==> config.mk <==
export PLATFORM = sky130hd
export DESIGN_NAME = seg_scan_ctrl_flat
export DESIGN_NICKNAME = d
export VERILOG_FILES = /design/src/rtl/seg_scan_ctrl_pkg.sv /design/src/rtl/seg_scan_ctrl_if.sv /design/src/rtl/seg_refresh_timer.sv /design/src/rtl/seg_scan_ctrl.sv /design/src/flat_wrapper.sv
export SDC_FILE = /design/constraint.sdc
export NUM_CORES = 1
export LEC_CHECK = 0
export ABC_AREA = 1
export CELL_PAD_IN_SITES_DETAIL_PLACEMENT = 1
export CELL_PAD_IN_SITES_GLOBAL_PLACEMENT = 1
export CORE_ASPECT_RATIO = 0.8
export CORE_MARGIN = 2
export CORE_UTILIZATION = 44
export CTS_BUF_LIST = sky130_fd_sc_hd__clkbuf_16
export DETAILED_ROUTE_END_ITERATION = 6
export PLACE_DENSITY = 0.88
export SLEW_MARGIN = 20
export SYNTH_ARGS = -nofsm -noshare
export SYNTH_HDL_FRONTEND = slang
export SYNTH_HIERARCHICAL = 1
export SYNTH_SLANG_ARGS = --single-unit
==> constraint.sdc <==
create_clock -name clk -period 2.8 [get_ports clk]
set_input_delay 0.56 -clock clk [delete_from_list [all_inputs] [get_ports clk]]
set_output_delay 0.56 -clock clk [all_outputs]
set_load 0.02 [all_outputs]
==> src/rtl/seg_scan_ctrl_pkg.sv <==
// Shared types and helpers for the 7-segment scan controller.
package seg_pkg;

    // Scan FSM: BLANK keeps all digits dark, DRIVE enables the current digit.
    typedef enum logic {
        BLANK = 1'b0,
        DRIVE = 1'b1
    } scan_state_t;

    // Segment pattern with every segment off (active-high encoding).
    localparam logic [6:0] SEG_OFF = 7'b0000000;

    // Converts an active-high segment pattern to the panel's drive polarity.
    function automatic logic [6:0] seg_polarity(input logic [6:0] seg, input logic active_low);
        return active_low ? ~seg : seg;
    endfunction

endpackage

==> src/rtl/seg_scan_ctrl_if.sv <==
// Display-word load handshake between a producer and the scan controller.
//
// Handshake: a word transfers on every rising clk edge where load_valid and
// load_ready are both 1. The producer holds load_data/load_dp stable while
// load_valid is high and may only change them after a transfer. load_ready
// does not depend combinationally on load_valid.
interface seg_scan_ctrl_if #(
    parameter int NUM_DIGITS = 4
) ();
    logic                    load_valid;
    logic                    load_ready;
    logic [4*NUM_DIGITS-1:0] load_data;
    logic [NUM_DIGITS-1:0]   load_dp;

    modport master (output load_valid, output load_data, output load_dp, input load_ready);
    modport slave  (input load_valid, input load_data, input load_dp, output load_ready);
endinterface

==> src/rtl/seg_refresh_timer.sv <==
// Slot timer for the display scan: slot counter, digit index, BLANK/DRIVE FSM.
module seg_refresh_timer
    import seg_pkg::*;
#(
    parameter int NUM_DIGITS   = 4,
    parameter int REFRESH_DIV  = 50000,
    parameter int BLANK_CYCLES = 2
) (
    input  logic                          clk,
    input  logic                          rst_n,
    input  logic                          enable,
    output logic [$clog2(NUM_DIGITS)-1:0] idx,
    output logic                          drive,
    output logic                          frame_end,
    output scan_state_t                   state
);
    localparam int IW = $clog2(NUM_DIGITS);
    localparam int CW = $clog2(REFRESH_DIV);
    localparam logic [CW-1:0] CNT_LAST   = CW'(REFRESH_DIV - 1);
    localparam logic [CW-1:0] BLANK_LAST = CW'(BLANK_CYCLES - 1);
    localparam logic [IW-1:0] IDX_LAST   = IW'(NUM_DIGITS - 1);

    logic [CW-1:0] cnt, cnt_nxt;
    logic [IW-1:0] idx_nxt;
    scan_state_t   state_nxt;

    // State, slot counter and digit index registers.
    always_ff @(posedge clk or negedge rst_n) begin
        if (!rst_n) begin
            state <= BLANK;
            cnt   <= '0;
            idx   <= '0;
        end else begin
            state <= state_nxt;
            cnt   <= cnt_nxt;
            idx   <= idx_nxt;
        end
    end

    // Next-state logic: disable parks the scan at digit 0 in BLANK; the last
    // cycle of a slot advances the digit and restarts the blanking interval.
    always_comb begin
        state_nxt = state;
        cnt_nxt   = cnt;
        idx_nxt   = idx;
        if (!enable) begin
            state_nxt = BLANK;
            cnt_nxt   = '0;
            idx_nxt   = '0;
        end else if (cnt == CNT_LAST) begin
            state_nxt = BLANK;
            cnt_nxt   = '0;
            idx_nxt   = (idx == IDX_LAST) ? '0 : idx + IW'(1);
        end else begin
            cnt_nxt = cnt + CW'(1);
            if (state == BLANK && cnt == BLANK_LAST) begin
                state_nxt = DRIVE;
            end
        end
    end

    assign drive     = (state == DRIVE);
    assign frame_end = enable && (state == DRIVE) && (cnt == CNT_LAST) && (idx == IDX_LAST);

endmodule

==> src/rtl/seg_scan_ctrl.sv <==
// Time-multiplexed scan controller for an N-digit 7-segment display sharing
// one external hex decoder. New words are double-buffered and committed only
// at frame boundaries so a frame never shows a mix of two words.
module seg_scan_ctrl
    import seg_pkg::*;
#(
    parameter int NUM_DIGITS     = 4,
    parameter int REFRESH_DIV    = 50000,
    parameter int BLANK_CYCLES   = 2,
    parameter int SEG_ACTIVE_LOW = 0
) (
    input  logic                  clk,
    input  logic                  rst_n,
    input  logic                  enable,
    input  logic                  lz_en,
    seg_scan_ctrl_if.slave        load,
    output logic [3:0]            dec_nibble,
    input  logic [6:0]            dec_seg,
    output logic [6:0]            seg_out,
    output logic                  dp_out,
    output logic [NUM_DIGITS-1:0] an_n,
    output scan_state_t           scan_state
);
    localparam int IW         = $clog2(NUM_DIGITS);
    localparam bit ACTIVE_LOW = (SEG_ACTIVE_LOW != 0);

    logic [NUM_DIGITS-1:0][3:0] display, pending;
    logic [NUM_DIGITS-1:0]      display_dp, pending_dp;
    logic                       pending_flag, pending_flag_nxt;
    logic                       ready_q;
    logic                       xfer, commit;
    logic [IW-1:0]              idx;
    logic                       drive, frame_end;
    logic [NUM_DIGITS-1:0]      suppress;
    logic                       blank_above;

    seg_refresh_timer #(
        .NUM_DIGITS  (NUM_DIGITS),
        .REFRESH_DIV (REFRESH_DIV),
        .BLANK_CYCLES(BLANK_CYCLES)
    ) u_timer (
        .clk      (clk),
        .rst_n    (rst_n),
        .enable   (enable),
        .idx      (idx),
        .drive    (drive),
        .frame_end(frame_end),
        .state    (scan_state)
    );

    // A transfer can only happen with nothing pending, so xfer and commit
    // never coincide; a word arriving on the boundary waits a full frame.
    assign xfer             = load.load_valid && ready_q;
    assign commit           = pending_flag && (frame_end || !enable);
    assign pending_flag_nxt = commit ? 1'b0 : (xfer ? 1'b1 : pending_flag);
    assign load.load_ready  = ready_q;

    // Pending/display word registers and the registered ready flag.
    always_ff @(posedge clk or negedge rst_n) begin
        if (!rst_n) begin
            pending      <= '0;
            pending_dp   <= '0;
            display      <= '0;
            display_dp   <= '0;
            pending_flag <= 1'b0;
            ready_q      <= 1'b1;
        end else begin
            if (xfer) begin
                pending    <= load.load_data;
                pending_dp <= load.load_dp;
            end
            if (commit) begin
                display    <= pending;
                display_dp <= pending_dp;
            end
            pending_flag <= pending_flag_nxt;
            ready_q      <= !pending_flag_nxt;
        end
    end

    // Leading-zero suppression: walk down from the MSD while digits are zero
    // with no decimal point; digit 0 is never suppressed.
    always_comb begin
        suppress    = '0;
        blank_above = lz_en;
        for (int i = NUM_DIGITS - 1; i >= 1; i--) begin
            blank_above = blank_above && (display[i] == 4'h0) && !display_dp[i];
            suppress[i] = blank_above;
        end
    end

    // Digit enables: only the current digit, only in DRIVE, only if lit.
    always_comb begin
        an_n = '1;
        if (drive && !suppress[idx]) begin
            an_n[idx] = 1'b0;
        end
    end

    assign dec_nibble = display[idx];

    // Segment and decimal-point output registers, one decode cycle behind idx.
    always_ff @(posedge clk or negedge rst_n) begin
        if (!rst_n) begin
            seg_out <= seg_polarity(SEG_OFF, ACTIVE_LOW);
            dp_out  <= ACTIVE_LOW;
        end else begin
            seg_out <= seg_polarity(dec_seg, ACTIVE_LOW);
            dp_out  <= display_dp[idx] ^ ACTIVE_LOW;
        end
    end

endmodule

==> src/flat_wrapper.sv <==
// flat-port wrapper written by rule: the top's interface ports become plain ports
module seg_scan_ctrl_flat import seg_pkg::*;
#(
    parameter int NUM_DIGITS     = 4,
    parameter int REFRESH_DIV    = 50000,
    parameter int BLANK_CYCLES   = 2,
    parameter int SEG_ACTIVE_LOW = 0
)
  (clk, rst_n, enable, lz_en, dec_nibble, dec_seg, seg_out, dp_out, an_n, scan_state, load_load_valid, load_load_data, load_load_dp, load_load_ready);
  seg_scan_ctrl_if #(.NUM_DIGITS(NUM_DIGITS)) load_i ();
  input  logic clk;
  input  logic rst_n;
  input  logic enable;
  input  logic lz_en;
  output logic [3:0] dec_nibble;
  input  logic [6:0] dec_seg;
  output logic [6:0] seg_out;
  output logic dp_out;
  output logic [NUM_DIGITS-1:0] an_n;
  output scan_state_t scan_state;
  input wire logic [$bits(load_i.load_valid)-1:0] load_load_valid;
  input wire logic [$bits(load_i.load_data)-1:0] load_load_data;
  input wire logic [$bits(load_i.load_dp)-1:0] load_load_dp;
  output wire logic [$bits(load_i.load_ready)-1:0] load_load_ready;
  assign load_i.load_valid = load_load_valid;
  assign load_i.load_data = load_load_data;
  assign load_i.load_dp = load_load_dp;
  assign load_load_ready = load_i.load_ready;
  seg_scan_ctrl #(.NUM_DIGITS(NUM_DIGITS), .REFRESH_DIV(REFRESH_DIV), .BLANK_CYCLES(BLANK_CYCLES), .SEG_ACTIVE_LOW(SEG_ACTIVE_LOW)) u_core (.clk(clk), .rst_n(rst_n), .enable(enable), .lz_en(lz_en), .load(load_i), .dec_nibble(dec_nibble), .dec_seg(dec_seg), .seg_out(seg_out), .dp_out(dp_out), .an_n(an_n), .scan_state(scan_state));
endmodule
## Word-level counts from Yosys, hierarchy flattened

Index checks and enable logic that the tools add are counted.

- Muxes and demuxes: 19
- Bitwise logic cells: 2
- Eq/ne operators: 5
- Reduce and logical (&&, ||, !) cells: 24
- Add/sub/neg operators: 2
- Order comparisons: 2

Operators by type and width:

| kind | number |
|---|---|
| 16-bit 2-to-1 mux | 2 |
| 16-bit by 1-bit adder with 16-bit output (second input constant) | 1 |
| 16-bit by 1-bit == test with 1-bit output (second input constant) | 1 |
| 16-bit == test (second input constant) | 1 |
| 1-bit logical AND | 14 |
| 4-bit zero test | 3 |
| 4-bit binary-select mux with 2-bit select | 1 |
| 1-bit 2-to-1 mux | 8 |
| 4-bit 2-to-1 mux | 2 |
| 1-bit zero test | 6 |
| 2-bit 2-to-1 mux | 3 |
| 1-bit binary-select mux with 2-bit select | 2 |
| 4-bit NOT | 1 |
| 2-bit by 3-bit less-than comparator with 1-bit output (second input constant) | 1 |
| 3-bit by 1-bit inequality test with 1-bit output (second input constant) | 1 |
| 2-bit by 1-bit adder with 2-bit output (second input constant) | 1 |
| 1-bit demux with 2-bit select | 1 |
| 2-bit == test (second input constant) | 1 |
| 2-bit by 1-bit >= comparator with 1-bit output (second input constant) | 1 |
| 2-bit by 1-bit inequality test with 1-bit output (second input constant) | 1 |
| 1-bit logical OR | 1 |
| 1-bit NOT | 1 |

- Input port bits: 32
- Output and inout port bits: 18
- Flip-flop bits (word level): 69

## Depth between registers and ports, before layout

Gate-level depths: netlist (run 1).

- Depth after elaboration: 12
- Depth in mapped cells: 11
- Depth with buffers taken out: 10

## Cells and area by module

The synthesis (run 1) kept the hierarchy.

Modules (own cells, without submodules):

| module | cells each | seq. area each (µm²) | area an instance (µm²) | times used |
|---|---|---|---|---|
| seg_scan_ctrl | 192 | 1252.5 | 2112.0 | 1 |
| seg_refresh_timer | 156 | 475.5 | 1152.4 | 1 |

## Least setup slack after synthesis (run 1)

Ideal clock, no wire load.

- Path kind: in2out
- From: input port lz_en
- To: output port an_n[0]
- Data arrival time: 1086 ps
- Cell stages on the path: 6
- Data required time: 2240 ps
- Buffers on the path: 0
- Slack: 1154 ps
- Cells stage by stage: inv_1 > nor2_1 > nand2_1 > nor2_1 > nand3_2 > nand3_1

- Word-level cells in the longest chain between the ends: 11

RTL lines:

| what | line | RTL |
|---|---|---|
| from (decl) | flat_wrapper.sv:14 | `input logic lz_en;` |
| 1-bit logical AND * (2 in a row) | seg_scan_ctrl.sv:87 | `blank_above = blank_above && (display[i] == 4'h0) && !display_dp[i];` |
| 1-bit logical AND (4 in a row) | seg_scan_ctrl.sv:87 |  |
| 1-bit binary-select mux with 2-bit select * | seg_scan_ctrl.sv:95 | `if (drive && !suppress[idx]) begin` |
| 1-bit 2-to-1 mux (not written as such) * | seg_scan_ctrl.sv:95 |  |
| 1-bit zero test * | seg_scan_ctrl.sv:95 |  |
| 1-bit logical AND * | seg_scan_ctrl.sv:95 |  |
| 4-bit 2-to-1 mux * | seg_scan_ctrl.sv:95 |  |
| to (decl) | flat_wrapper.sv:19 | `output logic [NUM_DIGITS-1:0] an_n;` |

Every way passes the cells marked *; elsewhere a longest branch is shown, timed or not. The select of a mux whose other input is x is not followed.

## Worst setup path after layout (run 1)

- From: register u_core.u_timer.idx[0]
- To: output port dec_nibble[3]

- Word-level cells in the longest chain between the ends: 2

RTL lines:

| what | line | RTL |
|---|---|---|
| from (decl) | seg_refresh_timer.sv:12 | `output logic [$clog2(NUM_DIGITS)-1:0] idx,` |
| from (signal assigned) | seg_refresh_timer.sv:36 | `idx <= idx_nxt;` |
| 4-bit binary-select mux with 2-bit select | seg_scan_ctrl.sv:100 | `assign dec_nibble = display[idx];` |
| 4-bit 2-to-1 mux (not written as such) | seg_scan_ctrl.sv:100 |  |
| to (decl) | flat_wrapper.sv:15 | `output logic [3:0] dec_nibble;` |

Every way passes these cells. The select of a mux whose other input is x is not followed.

==> results of run 1 <==
worst max-delay path by stage:
| stage | start | endpoint | slack, ns | cells past startpoint |
|---|---|---|---|---|
| after detailed placement | lz_en | an_n[2] | 0.06 | 8 |
| after global placement | lz_en | an_n[0] | 0.11 | 8 |
| after global routing | u_core/u_timer/idx[0] | dec_nibble[3] | 0.02 | 5 |
| after floorplan | lz_en | an_n[0] | 1.15 | 6 |
| final | u_core/u_timer/idx[0] | dec_nibble[3] | 0.13 | 5 |
| after CTS | lz_en | an_n[2] | 0.06 | 8 |
worst max-delay path: cells and delay by family (launching register included):
kind            cells  cell delay, ns
buf+inv             2            0.73
simple gates        2            0.49
compound gates      1            0.12
flops               1            0.45
sequential cells by signal, indices dropped and copies added (netlist names), 2 cells and up:
name                count
u_core/display         16
u_core/display_dp       4
u_core/pending         16
u_core/u_timer/idx      2
u_core/pending_dp       4
u_core/seg_out          7
u_core/u_timer/cnt     16
power groups by stage:
stage | clock [mW] | sequential (mW) | combinational, mW
final | 1.02 | 1.56 | 0.942
after global routing | 1.10 | 1.60 | 1.05
after CTS | 1.05 | 1.55 | 0.954
after detailed placement | 0 | 1.56 | 0.946
after global placement | 0 | 1.54 | 0.892
after floorplan | 0 | 1.51 | 0.669
final cells by class:
class                           instances  share of cell area
Tap cell                               90              0.0275
Multi-Input combinational cell        242               0.331
Clock buffer                            9              0.0550
Sequential cell                        69               0.422
Clock inverter                          7              0.0107
Timing Repair Buffer                   53               0.128
Inverter                               28              0.0260
what timing repair did:
| action | 4_1_cts | 5_1_grt |
|---|---|---|
| resized for setup | 0 | 4 |
| endpoints found under the setup margin | 0 | 4 |
| setup buffers | 0 | 0 |
layer usage:
metal	routed length, µm	vias to the layer above	global-route usage	share of wire
met5	0	-	0	0
li1	-	1233	-	-
met4	78	0	0.0479	0.0095
met1	3710	1334	0.293	0.45
met3	329	7	0.0731	0.040
met2	4100	40	0.374	0.50
Yosys cell counts, drive strengths merged:
| library cell | number | area share |
|---|---|---|
| a21oi | 4 | 0.0061 |
| a22oi | 5 | 0.011 |
| and3 | 1 | 0.0019 |
| buf | 9 | 0.023 |
| clkinv | 1 | 0.0015 |
| dfrtp | 68 | 0.52 |
| dfstp | 1 | 0.0081 |
| ha | 3 | 0.011 |
| inv | 27 | 0.031 |
| mux2 | 19 | 0.085 |
| nand2 | 89 | 0.12 |
| nand3 | 43 | 0.069 |
| nand4 | 3 | 0.0057 |
| nor2 | 56 | 0.073 |
| nor3 | 8 | 0.012 |
| o211ai | 1 | 0.0023 |
| o21ai | 4 | 0.0061 |
| or2 | 1 | 0.0019 |
| xnor2 | 1 | 0.0027 |
| xor2 | 4 | 0.011 |
cells by family after synthesis:
family	synth area share
XOR/XNOR	0.0134
adder cells (fa/ha/maj)	0.0115
AO/OA/AOI/OAI	0.0261
multiplexers	0.0851
flip-flops	0.529
AND/OR/NAND/NOR	0.279
buffers and inverters	0.0556
stage by stage:
step / util / hold WS (ns) / power [mW]
floorplan: - / 0.264 / 2.18
global placement: 0.524 / 0.464 / 2.44
detailed placement: 0.524 / 0.463 / 2.50
CTS: 0.561 / 0.295 / 3.56
global route: 0.562 / 0.303 / 3.74
finish: 0.562 / 0.269 / 3.52
==> out/summary.md, run 1 <==
Cells and area
- 0.152 — fraction of layout cells with a size suffix above 1
- 1730 µm² — flip-flop and latch area
- 78 x nand2_1, 68 x dfrtp_1, 51 x nor2_1, 44 x clkdlybuf4s50_1, 41 x nand3_1 — most frequent cells in the layout
- 873 — number of fillers in the final layout
- 498 — number of standard cells in the layout, taps in and fillers out
- 25.5% — synthesis-to-finish area growth
- nand2_1 — most common cell after layout, fill and taps aside
- 4100 µm² — Final Instance Area
- 1360 µm² — combined area of the multi-input logic cells
- 438 — final layout net count
- 0 — Diodes inserted

Worst setup path
- 2.24 ns — data required time of the worst path
- flop — kind of start point of the critical path
- 7 — CP Max Fanout
- u_core/u_timer/cnt[0] — startpoint of the lowest-slack register-to-register path
- 0.69 ns — slack of the worst reg-to-reg path
- flop to output port — worst setup path class
- u_core/display_dp[0] — critical register-to-register path endpoint
- 2.11 ns — Data arrival, critical path
- 0.62 ns — maximum single-stage delay on the critical path
- 10 — cells on worst reg2reg path
- inv_1, nor2_1, a22oi_1, nand3_1, clkdlybuf4s50_1 — crit path cell chain
- output port — critical path capture point type
- clkdlybuf4s50_1 — Critical Path Slowest Stage Cell

Timing
- 0 — Slew Viols, Final
- 0.696 ns — slew at the pin closest to its max-slew limit
- 0 — total count of hold-check failures in the final report
- 0 ns — Setup Total Neg Slack
- 0.954 — final clock period utilization by the worst path
- 0.129 ns — final worst setup slack
- no — unrepaired setup endpoints after global routing
- 2.67 ns — minimum period implied by the final worst setup slack
- 0.535 — Slew headroom
- 0.00788 ns — final worst clock skew
- 374 MHz — fmax
- 0 — Setup Viol. Count Final

Floorplan
- 8130 µm² — die area
- 100 µm — Die X-Extent
- 81.0 µm — Chip Height
- 7290 µm² — Core Region
- 28 — floorplan row count
- 50 — # IOs
- 0.448 — initial core utilization

Power
- 1.12 mW — net switching power figure
- 860 nW/µm² — cell area power density
- 1.95 nW — P_leak
- 0.587 mV — worst supply voltage drop on vdd
- 0.319 — switching part of the total
- 0.267 — combinational cell fraction of total power
- 0.291 — Clock Power Share
- 0.442 — Sequential Power Share
- 2.40 mW — internal power

Yosys
- 6 — Synth warnings
- 0.529 — sequential element share of the synthesized area
- 383 — number of nets in the synthesized netlist
- 9.38 µm² — Mapped Avg Cell Area
- 348 — number of instances in the synthesized netlist
- 30 — library cells used by synthesis
- 69 — number of flip-flops and latches in the synthesized netlist
- 3260 µm² — Post-Synthesis Cell Area

Clock network
- 0 — hold buffer count at cts
- 2 — maximum buffer depth of the clock tree
- 9 — CTS Buf Count
- 0.06 ns — clock transition time at the flip-flop clock pins of the worst setup and hold paths
- 0.33 ns — latest clock arrival within the worst-skew pair
- built — TritonCTS clock tree
- clkbuf_16 — root buffer cell
- 3 — maximum level of the CTS H-tree
- 69 — CTS Sinks

Placed design
- 5930 µm — half-perimeter wire length after placement
- 0.870 — global placement routability congestion
- 3820 µm² — post-place instance area
- 49 — number of port buffers
- 0.0579 ns — worst slack, placed
- 482 — count of placed standard cells including taps

Min path
- input pin to async pin — Hold WC Path Type

Job
- 0 — maxcap violations

Global routing
- 2800 — vias in the first global route
- 13900 µm — first-pass GRT wire length
- 37 — largest net degree at the start of global routing
- 0 — global route total overflow
- 0 — antenna violations before repair
- 0.226 — All-Layer GR Usage

Detailed routing
- 0 — antenna-violating nets left
- 8230 µm — sum of routed wire length over all layers
- 114 — iteration-0 DRC count of the detailed router
- 0 — DR DRC count
- 16.5 µm — wire length per cell
- 4 — detailed-router iteration count before antenna repair
- 2614 — total via count in the routed design
- 5.25 — vias per std cell

Run status
- complete, no violations — outcome

No activity file was read; power rests on OpenSTA's default activity.
==> inputs of run 2 (changes only) <==
--- a/config.mk
+++ b/config.mk
@@ -5,15 +5,15 @@
 export SDC_FILE = /design/constraint.sdc
 export NUM_CORES = 1
 export LEC_CHECK = 0
-export ABC_AREA = 1
 export CELL_PAD_IN_SITES_DETAIL_PLACEMENT = 1
 export CELL_PAD_IN_SITES_GLOBAL_PLACEMENT = 1
 export CORE_ASPECT_RATIO = 0.8
 export CORE_MARGIN = 2
-export CORE_UTILIZATION = 44
+export CORE_UTILIZATION = 45
 export CTS_BUF_LIST = sky130_fd_sc_hd__clkbuf_16
 export DETAILED_ROUTE_END_ITERATION = 6
-export PLACE_DENSITY = 0.88
+export GPL_TIMING_DRIVEN = 0
+export PLACE_DENSITY = 0.86
 export SLEW_MARGIN = 20
 export SYNTH_ARGS = -nofsm -noshare
 export SYNTH_HDL_FRONTEND = slang
==> run 2 against run 1 <==
  * Total power grew 5.7%
  * Wire length fell by 9.5%
  * Via count down 24%
  * Cell count is 26% lower
  * Sequential share of layout area up 1.1 points
  * Die area is 7.6% lower
  * Critical path type is now input pin to output port
==> out/summary.md, run 2 <==
Worst setup path
- output port — critical path capture point type
- 2.13 ns — Data arrival, critical path
- 0.61 ns — maximum single-stage delay on the critical path
- 2 — CP Max Fanout
- clkdlybuf4s50_1, nor2b_1, nand4b_1, nand4b_1, clkdlybuf4s50_1 — crit path cell chain
- clkdlybuf4s50_1 — Critical Path Slowest Stage Cell
- 2.24 ns — data required time of the worst path
- input pin to output port — worst setup path class
- input pin — kind of start point of the critical path

Detailed routing
- 0 — DR DRC count
- 301 µm — met3 routed WL
- 7450 µm — sum of routed wire length over all layers
- met4 — uppermost layer routed
- 20.2 µm — wire length per cell
- 3670 µm — Met2 Wirelength
- 0 — antenna-violating nets left
- 5.37 — vias per std cell
- 4 — detailed-router iteration count before antenna repair
- 162 — iteration-0 DRC count of the detailed router
- 1982 — total via count in the routed design
- 3350 µm — Met1 Wirelength

Cells and area
- 369 — number of standard cells in the layout, taps in and fillers out
- 0 — Diodes inserted
- 68 x dfrtp_1, 47 x clkdlybuf4s50_1, 23 x nor2_1, 21 x mux2_2, 18 x mux2_4 — most frequent cells in the layout
- 315 — final layout net count
- dfrtp_1 — most common cell after layout, fill and taps aside
- u_core/display x16, u_core/pending x16, u_core/u_timer/cnt x16 — largest registers in the final layout
- 0.277 — fraction of layout cells with a size suffix above 1
- 0.613 — Core Util, Final
- 29.8% — synthesis-to-finish area growth

Yosys
- 0.562 — sequential element share of the synthesized area
- 254 — number of nets in the synthesized netlist
- 14.0 µm² — Mapped Avg Cell Area
- 3070 µm² — Post-Synthesis Cell Area
- 219 — number of instances in the synthesized netlist
- 0.554 — share of Yosys cell area claimed by the top area cell type
- 69 — number of flip-flops and latches in the synthesized netlist
- 0 — count of flip-flops with a built-in enable after synthesis
- dfrtp_1 55%, mux2_4 8.8%, mux2_2 7.7%, mux4_2 3.7%, xnor2_1 3.4% — main area contributors after synthesis
- dfrtp_1 — cell type with the largest total area after synthesis
- dfrtp_1 — Primary FF master, synth
- 68 x dfrtp_1, 23 x nor2_1, 21 x mux2_2, 18 x mux2_4, 12 x xnor2_1 — top cell types by occurrence after synthesis
- dfrtp_1 — most numerous cell in the Yosys netlist
- 42 — library cells used by synthesis
- 6 — Synth warnings
- 1.00 — FFs w/ async S/R, synth

Floorplan
- 0.472 — initial core utilization
- 6510 µm² — Core Region
- 96.4 µm — Die X-Extent
- 50 — # IOs
- 77.9 µm — Chip Height
- 26 — floorplan row count
- 7510 µm² — die area

Clock network
- clkbuf_16 — root buffer cell
- 0.33 ns — latest clock arrival within the worst-skew pair
- built — TritonCTS clock tree
- 2 — maximum buffer depth of the clock tree
- 0 — hold buffer count at cts
- 3 — maximum level of the CTS H-tree
- 9 — CTS Buf Count
- 69 — CTS Sinks
- 0.06 ns — clock transition time at the flip-flop clock pins of the worst setup and hold paths
- 0 — setup repair bufs after CTS

Placed design
- 353 — count of placed standard cells including taps
- 49 — number of port buffers
- 0.816 — global placement routability congestion
- 4740 µm — half-perimeter wire length after placement

Global routing
- 0 — antenna violations before repair
- 0 — global route total overflow
- 37 — largest net degree at the start of global routing
- 0.219 — All-Layer GR Usage
- 11900 µm — first-pass GRT wire length
- 2167 — vias in the first global route

Timing
- 0.961 — final clock period utilization by the worst path
- 0 — total count of hold-check failures in the final report
- 0.508 ns — slew at the pin closest to its max-slew limit
- 372 MHz — fmax
- 0.00769 ns — final worst clock skew
- 0 — Slew Viols, Final
- 0.658 — Slew headroom
- 2.69 ns — minimum period implied by the final worst setup slack
- 0 — Setup Viol. Count Final
- no — unrepaired setup endpoints after global routing

Min path
- input pin to async pin — Hold WC Path Type

Job
- 0 — maxcap violations

Power
- 933 nW/µm² — cell area power density
- 0.464 mV — worst supply voltage drop on vdd
- 1.65 nW — P_leak

Run status
- complete, no violations — outcome

## run 2: changes by cell type after synthesis, moves of 5 or more
| cell | previous run | this run |
|---|---|---|
| inv_1 | 24 | 4 |
| nand3_1 | 41 | 6 |
| mux2_2 | 2 | 21 |
| a22oi_1 | 5 | 0 |
| nor3_1 | 8 | 3 |
| mux4_2 | 0 | 5 |
| nand2_1 | 78 | 5 |
| nand2_2 | 8 | 0 |
| nor4_1 | 0 | 7 |
| nor2_1 | 51 | 23 |
| xnor2_1 | 1 | 12 |
## run 2: metal layers
layer	vias up	track usage
met3	13	0.0573
met2	46	0.348
met1	1025	0.291
met5	-	0
met4	0	0.0732
li1	898	-
## run 2: cells by family after synthesis
family                   synth area share
flip-flops                          0.562
multiplexers                        0.212
XOR/XNOR                           0.0399
adder cells (fa/ha/maj)            0.0122
AO/OA/AOI/OAI                      0.0106
AND/OR/NAND/NOR                     0.122
buffers and inverters              0.0411
## run 2: final timing paths
path                                             start                     end  slack [ns]  cells past startpoint
worst min-delay path                             rst_n  u_core/u_timer/cnt[11]        0.18                      1
worst max register to register  u_core/u_timer/cnt[10]       u_core/display[1]        0.33                      6
worst min register to register      u_core/pending[13]      u_core/display[13]        0.50                      1
min in group clk                    u_core/pending[13]      u_core/display[13]        0.50                      1
worst max-delay path                             lz_en                 an_n[2]        0.11                      5
max in group asynchronous                        rst_n   u_core/u_timer/cnt[4]        2.08                      2
## run 2: stage by stage
step                area, µm²  setup TNS [ns]  hold WS, ns  worst slack [ns]  total power [mW]
finish                   3990               0        0.178             0.109              3.72
global route             3990               0        0.202            0.0211              3.89
CTS                      3990               0        0.192            0.0228              3.75
detailed placement       3690               0        0.490            0.0888              2.58
global placement         3670          -79.15        0.471             -1.16              2.51
floorplan                3070               0        0.264             0.560              2.20
## run 2: area by class of cell
type | instances | area, µm²
Timing Repair Buffer | 50 | 510
Fill cell | 649 | 2520
Clock inverter | 7 | 75.1
Buffer | 11 | 111
Multi-Input combinational cell | 135 | 1220
Clock buffer | 9 | 225
Inverter | 4 | 15.0
Sequential cell | 69 | 1730
Tap cell | 84 | 105
## run 2: repair_timing
item,4_1_cts,5_1_grt
endpoints found under the setup margin,0,1
endpoints found under the hold margin,0,0
resized for setup,0,1
## run 2: report_power, final
group	switching (mW)	internal [mW]	total [mW]
combinational	0.352	0.628	0.980
sequential	0.263	1.34	1.60
clock	0.449	0.692	1.14
## run 2: critical path: cells and delay by family
| family | cells | cell delay, ns |
|---|---|---|
| buffers and inverters | 2 | 1.07 |
| AND/OR/NAND/NOR | 3 | 0.49 |
==> inputs of run 3 (changes only) <==
--- a/config.mk
+++ b/config.mk
@@ -7,7 +7,7 @@
 export LEC_CHECK = 0
 export CELL_PAD_IN_SITES_DETAIL_PLACEMENT = 1
 export CELL_PAD_IN_SITES_GLOBAL_PLACEMENT = 1
-export CORE_ASPECT_RATIO = 0.8
+export CORE_ASPECT_RATIO = 1.2
 export CORE_MARGIN = 2
 export CORE_UTILIZATION = 45
 export CTS_BUF_LIST = sky130_fd_sc_hd__clkbuf_16
==> run 3 against run 2 <==
  * Design area grew 1.7%
  * Critical path type is now flop to output port
  * First-iteration DRC count shrank 45%
  * Global-route usage shrank 1.1 points
  * Register-to-register slack gained 0.03 ns
  * Clock skew is essentially flat
  * Total power grew 7.1%
  * Sequential cell count is the same
  * Worst hold slack gained 0.0029 ns
  * Die area is essentially flat
==> out/summary.md, run 3 (synthesized netlist as in run 2, its figures left out) <==
Power
- 0.266 — switching part of the total
- 1.06 mW — net switching power figure
- 0.249 — combinational cell fraction of total power
- 2.93 mW — internal power
- 982 nW/µm² — cell area power density
- 0.745 mV — worst supply voltage drop on vdd
- 1.69 nW — P_leak
- 0.349 — Clock Power Share
- 0.402 — Sequential Power Share
- 3.98 mW — overall power after layout

Detailed routing
- 5.33 — vias per std cell
- 19.3 µm — wire length per cell
- 89 — iteration-0 DRC count of the detailed router
- 0 — DR DRC count
- 0 — antenna-violating nets left
- 7170 µm — sum of routed wire length over all layers
- 1982 — total via count in the routed design
- 4 — detailed-router iteration count before antenna repair

Timing
- 0.139 ns — final worst setup slack
- 0 — Setup Viol. Count Final
- 376 MHz — fmax
- no — unrepaired setup endpoints after global routing
- 0.950 — final clock period utilization by the worst path
- 0.00780 ns — final worst clock skew
- 2.66 ns — minimum period implied by the final worst setup slack
- 0 — total count of hold-check failures in the final report
- 0 — Slew Viols, Final
- 0.462 ns — slew at the pin closest to its max-slew limit
- 0.692 — Slew headroom

Cells and area
- 1730 µm² — flip-flop and latch area
- 0 — Diodes inserted
- 32.0% — synthesis-to-finish area growth
- 4060 µm² — Final Instance Area
- 68 x dfrtp_1, 46 x clkdlybuf4s50_1, 23 x nor2_1, 21 x mux2_2, 18 x mux2_4 — most frequent cells in the layout
- dfrtp_1 — most common cell after layout, fill and taps aside
- 637 — number of fillers in the final layout
- 0.603 — Core Util, Final
- 315 — final layout net count
- u_core/display x16, u_core/pending x16, u_core/u_timer/cnt x16 — largest registers in the final layout
- 0.274 — fraction of layout cells with a size suffix above 1
- 1220 µm² — combined area of the multi-input logic cells

Run status
- complete, no violations — outcome

Placed design
- 0.0783 ns — worst slack, placed
- 3690 µm² — post-place instance area
- 49 — number of port buffers
- 0.815 — global placement routability congestion
- 4620 µm — half-perimeter wire length after placement

Worst setup path
- 2.24 ns — data required time of the worst path
- flop to output port — worst setup path class
- 2.10 ns — Data arrival, critical path
- 10 — CP Max Fanout
- u_core/display[1] — critical register-to-register path endpoint
- flop — kind of start point of the critical path
- 0.36 ns — slack of the worst reg-to-reg path
- 6 — cells on worst reg2reg path
- u_core/u_timer/cnt[10] — startpoint of the lowest-slack register-to-register path
- output port — critical path capture point type

Global routing
- 11400 µm — first-pass GRT wire length
- 36 — largest net degree at the start of global routing
- 0 — global route total overflow
- 0 — antenna violations before repair
- 2217 — vias in the first global route
- 0.208 — All-Layer GR Usage

Clock network
- clkbuf_16 — root buffer cell
- 0.06 ns — clock transition time at the flip-flop clock pins of the worst setup and hold paths
- 0.33 ns — latest clock arrival within the worst-skew pair
- 3 — maximum level of the CTS H-tree
- 2 — maximum buffer depth of the clock tree
- 9 — CTS Buf Count
- 69 — CTS Sinks
- built — TritonCTS clock tree

Floorplan
- 50 — # IOs
- 0.457 — initial core utilization
- 79.4 µm — Die X-Extent
- 7510 µm² — die area
- 6730 µm² — Core Region
- 33 — floorplan row count
- 94.5 µm — Chip Height

Min path
- input pin to async pin — Hold WC Path Type

Job
- 0 — maxcap violations

run 3: changes by cell type in the layout (fill, tap and decap cells not counted):
cell             delta
clkdlybuf4s50_1     -1
dlygate4sd2_1       +1
inv_1               +1
clkinv_2            -1
clkinvlp_4          -2
inv_6               -1
bufinv_16           +3
run 3: layout make-up:
class,count,share of cell area
flip-flops and latches,69,0.426
multi-input cells,135,0.300
repair buffers,50,0.126
clock buffers,9,0.0555
clock inverters,7,0.0345
plain buffers,11,0.0275
well taps,87,0.0268
inverters,4,0.00370
run 3: how the worst max path moves through the flow:
stage	startpoint	end	slack [ns]	depth (start not counted)
after global routing	u_core/u_timer/idx[0]	dec_nibble[2]	0.05	3
after floorplan	u_core/u_timer/cnt[10]	u_core/display[1]	0.56	6
after global placement	rst_n	u_core/seg_out[5]	-1.17	1
after CTS	lz_en	an_n[2]	0.03	5
final	u_core/u_timer/idx[0]	dec_nibble[2]	0.14	3
after detailed placement	lz_en	an_n[1]	0.08	5
run 3: power by group through the flow:
stage	combinational, mW	clock [mW]	sequential [mW]
after floorplan	0.688	0	1.52
after global placement	0.929	0	1.56
after detailed placement	0.973	0	1.59
after CTS	1.01	1.41	1.61
after global routing	1.06	1.45	1.64
final	0.993	1.39	1.60
run 3: stage by stage:
stage	cells	hold slack [ns]	TNS, ns
floorplan	219	0.264	0
global placement	355	0.485	-79.87
detailed placement	356	0.494	0
CTS	372	0.193	0
global route	372	0.211	0
finish	372	0.181	0
run 3: per-layer routing:
| metal | global-route usage | vias up | share of wire | routed length (µm) |
|---|---|---|---|---|
| li1 | - | 896 | - | - |
| met1 | 0.234 | 1031 | 0.39 | 2830 |
| met2 | 0.386 | 45 | 0.55 | 3970 |
| met3 | 0.0354 | 10 | 0.033 | 235 |
| met4 | 0.0819 | 0 | 0.019 | 136 |
| met5 | 0 | - | 0 | 0 |
run 3: timing repair:
item	CTS	global route
hold endpoints to repair	0	0
hold buffers	0	0
setup buffers	0	0
setup endpoints to repair	1	1
gates resized for setup	1	1
cloned	0	0
run 3: worst max-delay path: stages (launching register included):
cell and delay (ns):
dfrtp_1 0.39, buf_2 0.28, mux4_2 0.54, clkdlybuf4s50_1 0.56
